==> config.mk <==
export PLATFORM = sky130hd
export DESIGN_NAME = led_write_arbiter
export DESIGN_NICKNAME = d
export VERILOG_FILES = /design/src/rtl/led_arb_pkg.sv /design/src/rtl/led_hold_timer.sv /design/src/rtl/led_write_arbiter.sv
export SDC_FILE = /design/constraint.sdc
export NUM_CORES = 1
export LEC_CHECK = 0
export ABC_AREA = 0
export CAP_MARGIN = 20
export CORE_MARGIN = 2
export CORE_UTILIZATION = 48
export CTS_CLUSTER_DIAMETER = 200
export CTS_CLUSTER_SIZE = 30
export DETAILED_ROUTE_END_ITERATION = 8
export MAX_ROUTING_LAYER = met4
export PLACE_DENSITY = 0.86
export SLEW_MARGIN = 30
export SYNTH_ARGS = -nofsm -noshare
export SYNTH_HDL_FRONTEND = slang
export SYNTH_SLANG_ARGS = --single-unit
==> constraint.sdc <==
create_clock -name CLK_I -period 6.25 [get_ports CLK_I]
set_input_delay 0.9375 -clock CLK_I [delete_from_list [all_inputs] [get_ports CLK_I]]
set_output_delay 0.9375 -clock CLK_I [all_outputs]
set_load 0.005 [all_outputs]
==> src/rtl/led_arb_pkg.sv <==
// Shared definitions for the LED write arbiter: FSM encodings, hold counter
// width and master index constants.
package led_arb_pkg;

    typedef enum logic [1:0] {
        IDLE   = 2'd0,
        GRANT0 = 2'd1,
        GRANT1 = 2'd2,
        HOLD   = 2'd3
    } arb_state_t;

    localparam int HOLD_W = 19;

    localparam logic M0 = 1'b0;
    localparam logic M1 = 1'b1;

endpackage

==> src/rtl/led_hold_timer.sv <==
// Display-hold down-counter: loads a start value, decrements on request and
// flags when it has reached zero.
module led_hold_timer
    import led_arb_pkg::*;
(
    input  logic              clk,
    input  logic              rst_n,
    input  logic              load,
    input  logic [HOLD_W-1:0] load_val,
    input  logic              dec,
    output logic              zero
);

    logic [HOLD_W-1:0] count;

    always_ff @(posedge clk or negedge rst_n) begin
        if (!rst_n) begin
            count <= '0;
        end else if (load) begin
            count <= load_val;
        end else if (dec && (count != '0)) begin
            count <= count - 1'b1;
        end
    end

    assign zero = (count == '0);

endmodule

==> src/rtl/led_write_arbiter.sv <==
// Two-master round-robin arbiter for the LED display register with a
// post-write display hold. Optional M0 lock feature: LED_ARB_LOCK_EN.
module led_write_arbiter
    import led_arb_pkg::*;
#(
    parameter int DW          = 32,
    parameter int HOLD_CYCLES = 30000
) (
    input  logic          CLK_I,
    input  logic          RST_I,
    input  logic          M0_REQ_I,
    input  logic          M0_WE_I,
    input  logic [DW-1:0] M0_DAT_I,
    output logic          M0_ACK_O,
    output logic [DW-1:0] M0_DAT_O,
    input  logic          M1_REQ_I,
    input  logic          M1_WE_I,
    input  logic [DW-1:0] M1_DAT_I,
    output logic          M1_ACK_O,
    output logic [DW-1:0] M1_DAT_O,
`ifdef LED_ARB_LOCK_EN
    input  logic          M0_LOCK_I,
`endif
    output logic          LED_WE_O,
    output logic [DW-1:0] LED_DAT_O,
    input  logic [DW-1:0] LED_DAT_I,
    output logic          BUSY_O,
    output arb_state_t    DBG_STATE_O
);

    // Master interface: REQ is held until a one-cycle ACK; a REQ that drops
    // before its ACK cancels the transfer with no side effects.
    localparam int                HOLD_LOAD_I = (HOLD_CYCLES > 0) ? (HOLD_CYCLES - 1) : 0;
    localparam logic [HOLD_W-1:0] HOLD_LOAD   = HOLD_W'(HOLD_LOAD_I);
    localparam logic              HOLD_EN     = (HOLD_CYCLES != 0);

    logic lock;
`ifdef LED_ARB_LOCK_EN
    assign lock = M0_LOCK_I;
`else
    assign lock = 1'b0;
`endif

    arb_state_t    state_q, state_d;
    logic          last_q, last_d;
    logic          ack0_q, ack0_d, ack1_q, ack1_d;
    logic          we_q, we_d, busy_q;
    logic [DW-1:0] led_dat_q, led_dat_d, rd0_q, rd0_d, rd1_q, rd1_d;
    logic          timer_load, timer_dec, timer_zero;

    logic          sel, req_sel, we_sel;
    logic [DW-1:0] dat_sel;

    assign sel     = (state_q == GRANT1) ? M1 : M0;
    assign req_sel = (sel == M1) ? M1_REQ_I : M0_REQ_I;
    assign we_sel  = (sel == M1) ? M1_WE_I : M0_WE_I;
    assign dat_sel = (sel == M1) ? M1_DAT_I : M0_DAT_I;

    led_hold_timer u_hold_timer (
        .clk      (CLK_I),
        .rst_n    (RST_I),
        .load     (timer_load),
        .load_val (HOLD_LOAD),
        .dec      (timer_dec),
        .zero     (timer_zero)
    );

    always_comb begin
        state_d    = state_q;
        last_d     = last_q;
        ack0_d     = 1'b0;
        ack1_d     = 1'b0;
        we_d       = 1'b0;
        led_dat_d  = led_dat_q;
        rd0_d      = rd0_q;
        rd1_d      = rd1_q;
        timer_load = 1'b0;
        timer_dec  = 1'b0;
        case (state_q)
            IDLE: begin
                // Locked: M1 is invisible to arbitration.
                if (M0_REQ_I && M1_REQ_I && !lock) begin
                    state_d = (last_q == M0) ? GRANT1 : GRANT0;
                end else if (M0_REQ_I) begin
                    state_d = GRANT0;
                end else if (M1_REQ_I && !lock) begin
                    state_d = GRANT1;
                end
            end
            GRANT0, GRANT1: begin
                state_d = IDLE;
                if (req_sel) begin
                    if (sel == M0) ack0_d = 1'b1;
                    else           ack1_d = 1'b1;
                    last_d = sel;
                    if (we_sel) begin
                        we_d      = 1'b1;
                        led_dat_d = dat_sel;
                        if (HOLD_EN && !((sel == M0) && lock)) begin
                            state_d    = HOLD;
                            timer_load = 1'b1;
                        end
                    end else if (sel == M0) begin
                        rd0_d = LED_DAT_I;
                    end else begin
                        rd1_d = LED_DAT_I;
                    end
                end
            end
            HOLD: begin
                if (timer_zero) state_d = IDLE;
                else            timer_dec = 1'b1;
            end
            default: state_d = IDLE;
        endcase
    end

    always_ff @(posedge CLK_I or negedge RST_I) begin
        if (!RST_I) begin
            state_q   <= IDLE;
            last_q    <= M1;
            ack0_q    <= 1'b0;
            ack1_q    <= 1'b0;
            we_q      <= 1'b0;
            busy_q    <= 1'b0;
            led_dat_q <= '0;
            rd0_q     <= '0;
            rd1_q     <= '0;
        end else begin
            state_q   <= state_d;
            last_q    <= last_d;
            ack0_q    <= ack0_d;
            ack1_q    <= ack1_d;
            we_q      <= we_d;
            busy_q    <= (state_d != IDLE);
            led_dat_q <= led_dat_d;
            rd0_q     <= rd0_d;
            rd1_q     <= rd1_d;
        end
    end

    assign M0_ACK_O    = ack0_q;
    assign M1_ACK_O    = ack1_q;
    assign M0_DAT_O    = rd0_q;
    assign M1_DAT_O    = rd1_q;
    assign LED_WE_O    = we_q;
    assign LED_DAT_O   = led_dat_q;
    assign BUSY_O      = busy_q;
    assign DBG_STATE_O = state_q;

endmodule

==> flow_metrics.env <==
export IMPL_status="completed"
export IMPL_final_common_cell="clkdlybuf4s50_1"
export IMPL_grt_pass1_vias=4354
export IMPL_cts_resized=0
export IMPL_required_ps=6630
export IMPL_cts_made_buffers=17
export IMPL_ys_warn_count=0
export IMPL_crit_type="flop to flop"
export IMPL_placed_area_um2=7480
export IMPL_dp_cells=764
export IMPL_vias=4310
export IMPL_synth_cells=444
export IMPL_drive_above_1_share_pct=16.5
export IMPL_final_area_um2=8060
export IMPL_p_leak_nw=3.54
export IMPL_p_sw_share_pct=22.1
export IMPL_syn_area_um2=5340
export IMPL_row_count=38
export IMPL_grt_max_degree=78
export IMPL_endpoint_kind="flop"
export IMPL_switchingPower_mw=0.404
export IMPL_portBuffers=203
export IMPL_async_reset_ff_share_pct=100
export IMPL_core_um2=10800
export IMPL_place_detailed_hpwl_mm=10.0
export IMPL_hp_class="primary input to async pin"
export IMPL_layout_common_cells="202 x clkdlybuf4s50_1, 121 x dfrtp_1, 60 x mux2_2"
export IMPL_power_frac_clock_pct=51.8
export IMPL_area_growth_syn_to_layout_pct=51.0
export IMPL_synth_seq_area_share_pct=57.2
export IMPL_first_iter_violations=227
export IMPL_slew_violations=0
export IMPL_diodes=0
export IMPL_io_pins=204
export IMPL_setup_viol=0
export IMPL_post_cts_buffers=0
export IMPL_cap_violations=0
export IMPL_dieArea_um2=12000
export IMPL_tightest_slew_ps=812
export IMPL_postRouteAntennaNets=0
export IMPL_cts_hold_fix_buffers=0
export IMPL_worstPathArrival_ps=3650
export IMPL_period_share_pct=52.2
export IMPL_drtPass1Iterations=4
export IMPL_drc=0
export IMPL_h_tree_depth=4
export IMPL_comb_power_share_pct=5.0
export IMPL_fmax_ghz=0.306
export IMPL_relSlewSlack_pct=45.4
export IMPL_cts_root_buf="clkbuf_8"
export IMPL_detail_route_wl_per_cell_um=17.4
export IMPL_viasPerCell=5.41
export IMPL_startpoint_type="flop"
export IMPL_grt_overflow=0
export IMPL_ir_worst_vdd_uv=150
export IMPL_gp_congestion=0.889
export IMPL_drt_wl_total_mm=13.8
export IMPL_rsz0062_at_grt="no"
export IMPL_fin_nets=751
export IMPL_crit_fanout=77
export IMPL_p_per_area_nw_per_um2=227
export IMPL_synth_seq_cells=122
export IMPL_cts_sink_count=122
export IMPL_clock_latency_ps=520
export IMPL_chipHeight_um=109
export IMPL_cts_tree="built"
export IMPL_clkTransAtPathRegs_ps=60
export IMPL_start_util_pct=49.2
export IMPL_internal_power_mw=1.42
export IMPL_die_w_um=109
export IMPL_syn_num_nets=552
export IMPL_antenna_found_initial=0
export IMPL_final_min_clock_period_ps=3260
export IMPL_skew_ps=7.40
export IMPL_fin_tns_setup_ps=0
export IMPL_yosys_cell_types_count=48
export IMPL_finalPower_mw=1.83
export IMPL_clock_path_buffers=2
export IMPL_final_hold_violation_count=0
export IMPL_p_seq_share_pct=43.2
export IMPL_grt_pass1_wl_mm=21.6
export IMPL_finalNonFillerCells=796
export IMPL_utilization_pct=74.4
export IMPL_synthFlopType="dfrtp_1"
export IMPL_grt_use_total_pct=24.6
export IMPL_synth_edf_count=0
export IMPL_syn_area_per_cell_um2=12.0
export IMPL_setup_ws_ps=2990
export IMPL_holdWs_ps=408
export IMPL_pre_cts_slack_ps=2940
## cells by family after synthesis
group	count (synthesis)	share of synthesized area [%]
multiplexers	101	20.5
buffers and inverters	37	2.72
AND/OR/NAND/NOR	105	10.1
flip-flops	122	57.2
adder cells (fa/ha/maj)	6	1.41
AO/OA/AOI/OAI	73	8.04
## flip-flops by register name (all words and copies together), names as in the netlist
name                flops
M0_DAT_O               32
u_hold_timer.count     19
M1_DAT_O               32
last_q                  1
LED_WE_O                1
M0_ACK_O                1
LED_DAT_O              32
BUSY_O                  1
DBG_STATE_O             2
M1_ACK_O                1
## worst max-delay path, cell delays in order, from the launching register on
cell and delay [ps]:
dfrtp_1 480, inv_1 130, ha_2 160, buf_4 480
and4b_1 370, nor2_4 130, buf_4 520, clkinv_1 470
nor2_1 250, a22oi_1 90
## metal layers
layer	up-vias	part of all wire [%]	GRT usage, %
li1	1992	-	-
met2	211	49	39.5
met4	0	2.4	10.8
met5	-	0	-
met3	29	9.3	7.53
met1	2078	40	28.7
## power groups by stage
| stage | combinational (mW) | sequential (mW) | clock, mW |
|---|---|---|---|
| 6_report | 0.0914 | 0.790 | 0.946 |
| 5_1_grt | 0.100 | 0.790 | 1.00 |
| 4_1_cts | 0.0931 | 0.790 | 0.963 |
| 3_5_place_dp | 0.0924 | 0.804 | 0 |
| 3_3_place_gp | 0.0904 | 0.804 | 0 |
| 2_1_floorplan | 0.00717 | 0.805 | 0 |
## worst paths after layout
path | slack, ps | startpoint | cells past startpoint | end
setup / recovery | 2990 | DBG_STATE_O[0]$_DFF_PN0_ | 9 | DBG_STATE_O[1]$_DFF_PN0_
hold / removal | 410 | RST_I | 1 | M0_DAT_O[8]$_DFFE_PN0P_
setup reg to reg | 2990 | DBG_STATE_O[0]$_DFF_PN0_ | 9 | DBG_STATE_O[1]$_DFF_PN0_
hold reg to reg | 480 | LED_DAT_O[4]$_DFFE_PN0P_ | 2 | LED_DAT_O[4]$_DFFE_PN0P_
max in group asynchronous | 4740 | RST_I | 2 | LED_DAT_O[9]$_DFFE_PN0P_
min in group CLK_I | 480 | LED_DAT_O[4]$_DFFE_PN0P_ | 2 | LED_DAT_O[4]$_DFFE_PN0P_
## layout make-up
cell class,count,area [µm²]
Fill cell,744,2780
Sequential cell,122,3050
Multi-Input combinational cell,285,2150
Clock inverter,15,165
Clock buffer,17,414
Inverter,9,33.8
Timing Repair Buffer,208,2070
Tap cell,140,175
## synthesized netlist by cell type (8+ instances only)
library cell	number	area share, %
dfrtp_1	121	57
mux2_2	60	13
nand2_1	43	3.0
o21ai_0	40	3.8
mux2i_1	35	6.6
clkbuf_1	17	1.2
a21oi_1	10	0.94
nor2_1	9	0.63
inv_1	8	0.56
nand3_1	8	0.75
or4_1	8	1.1
Note: power is estimated with default switching activity, not from simulation.
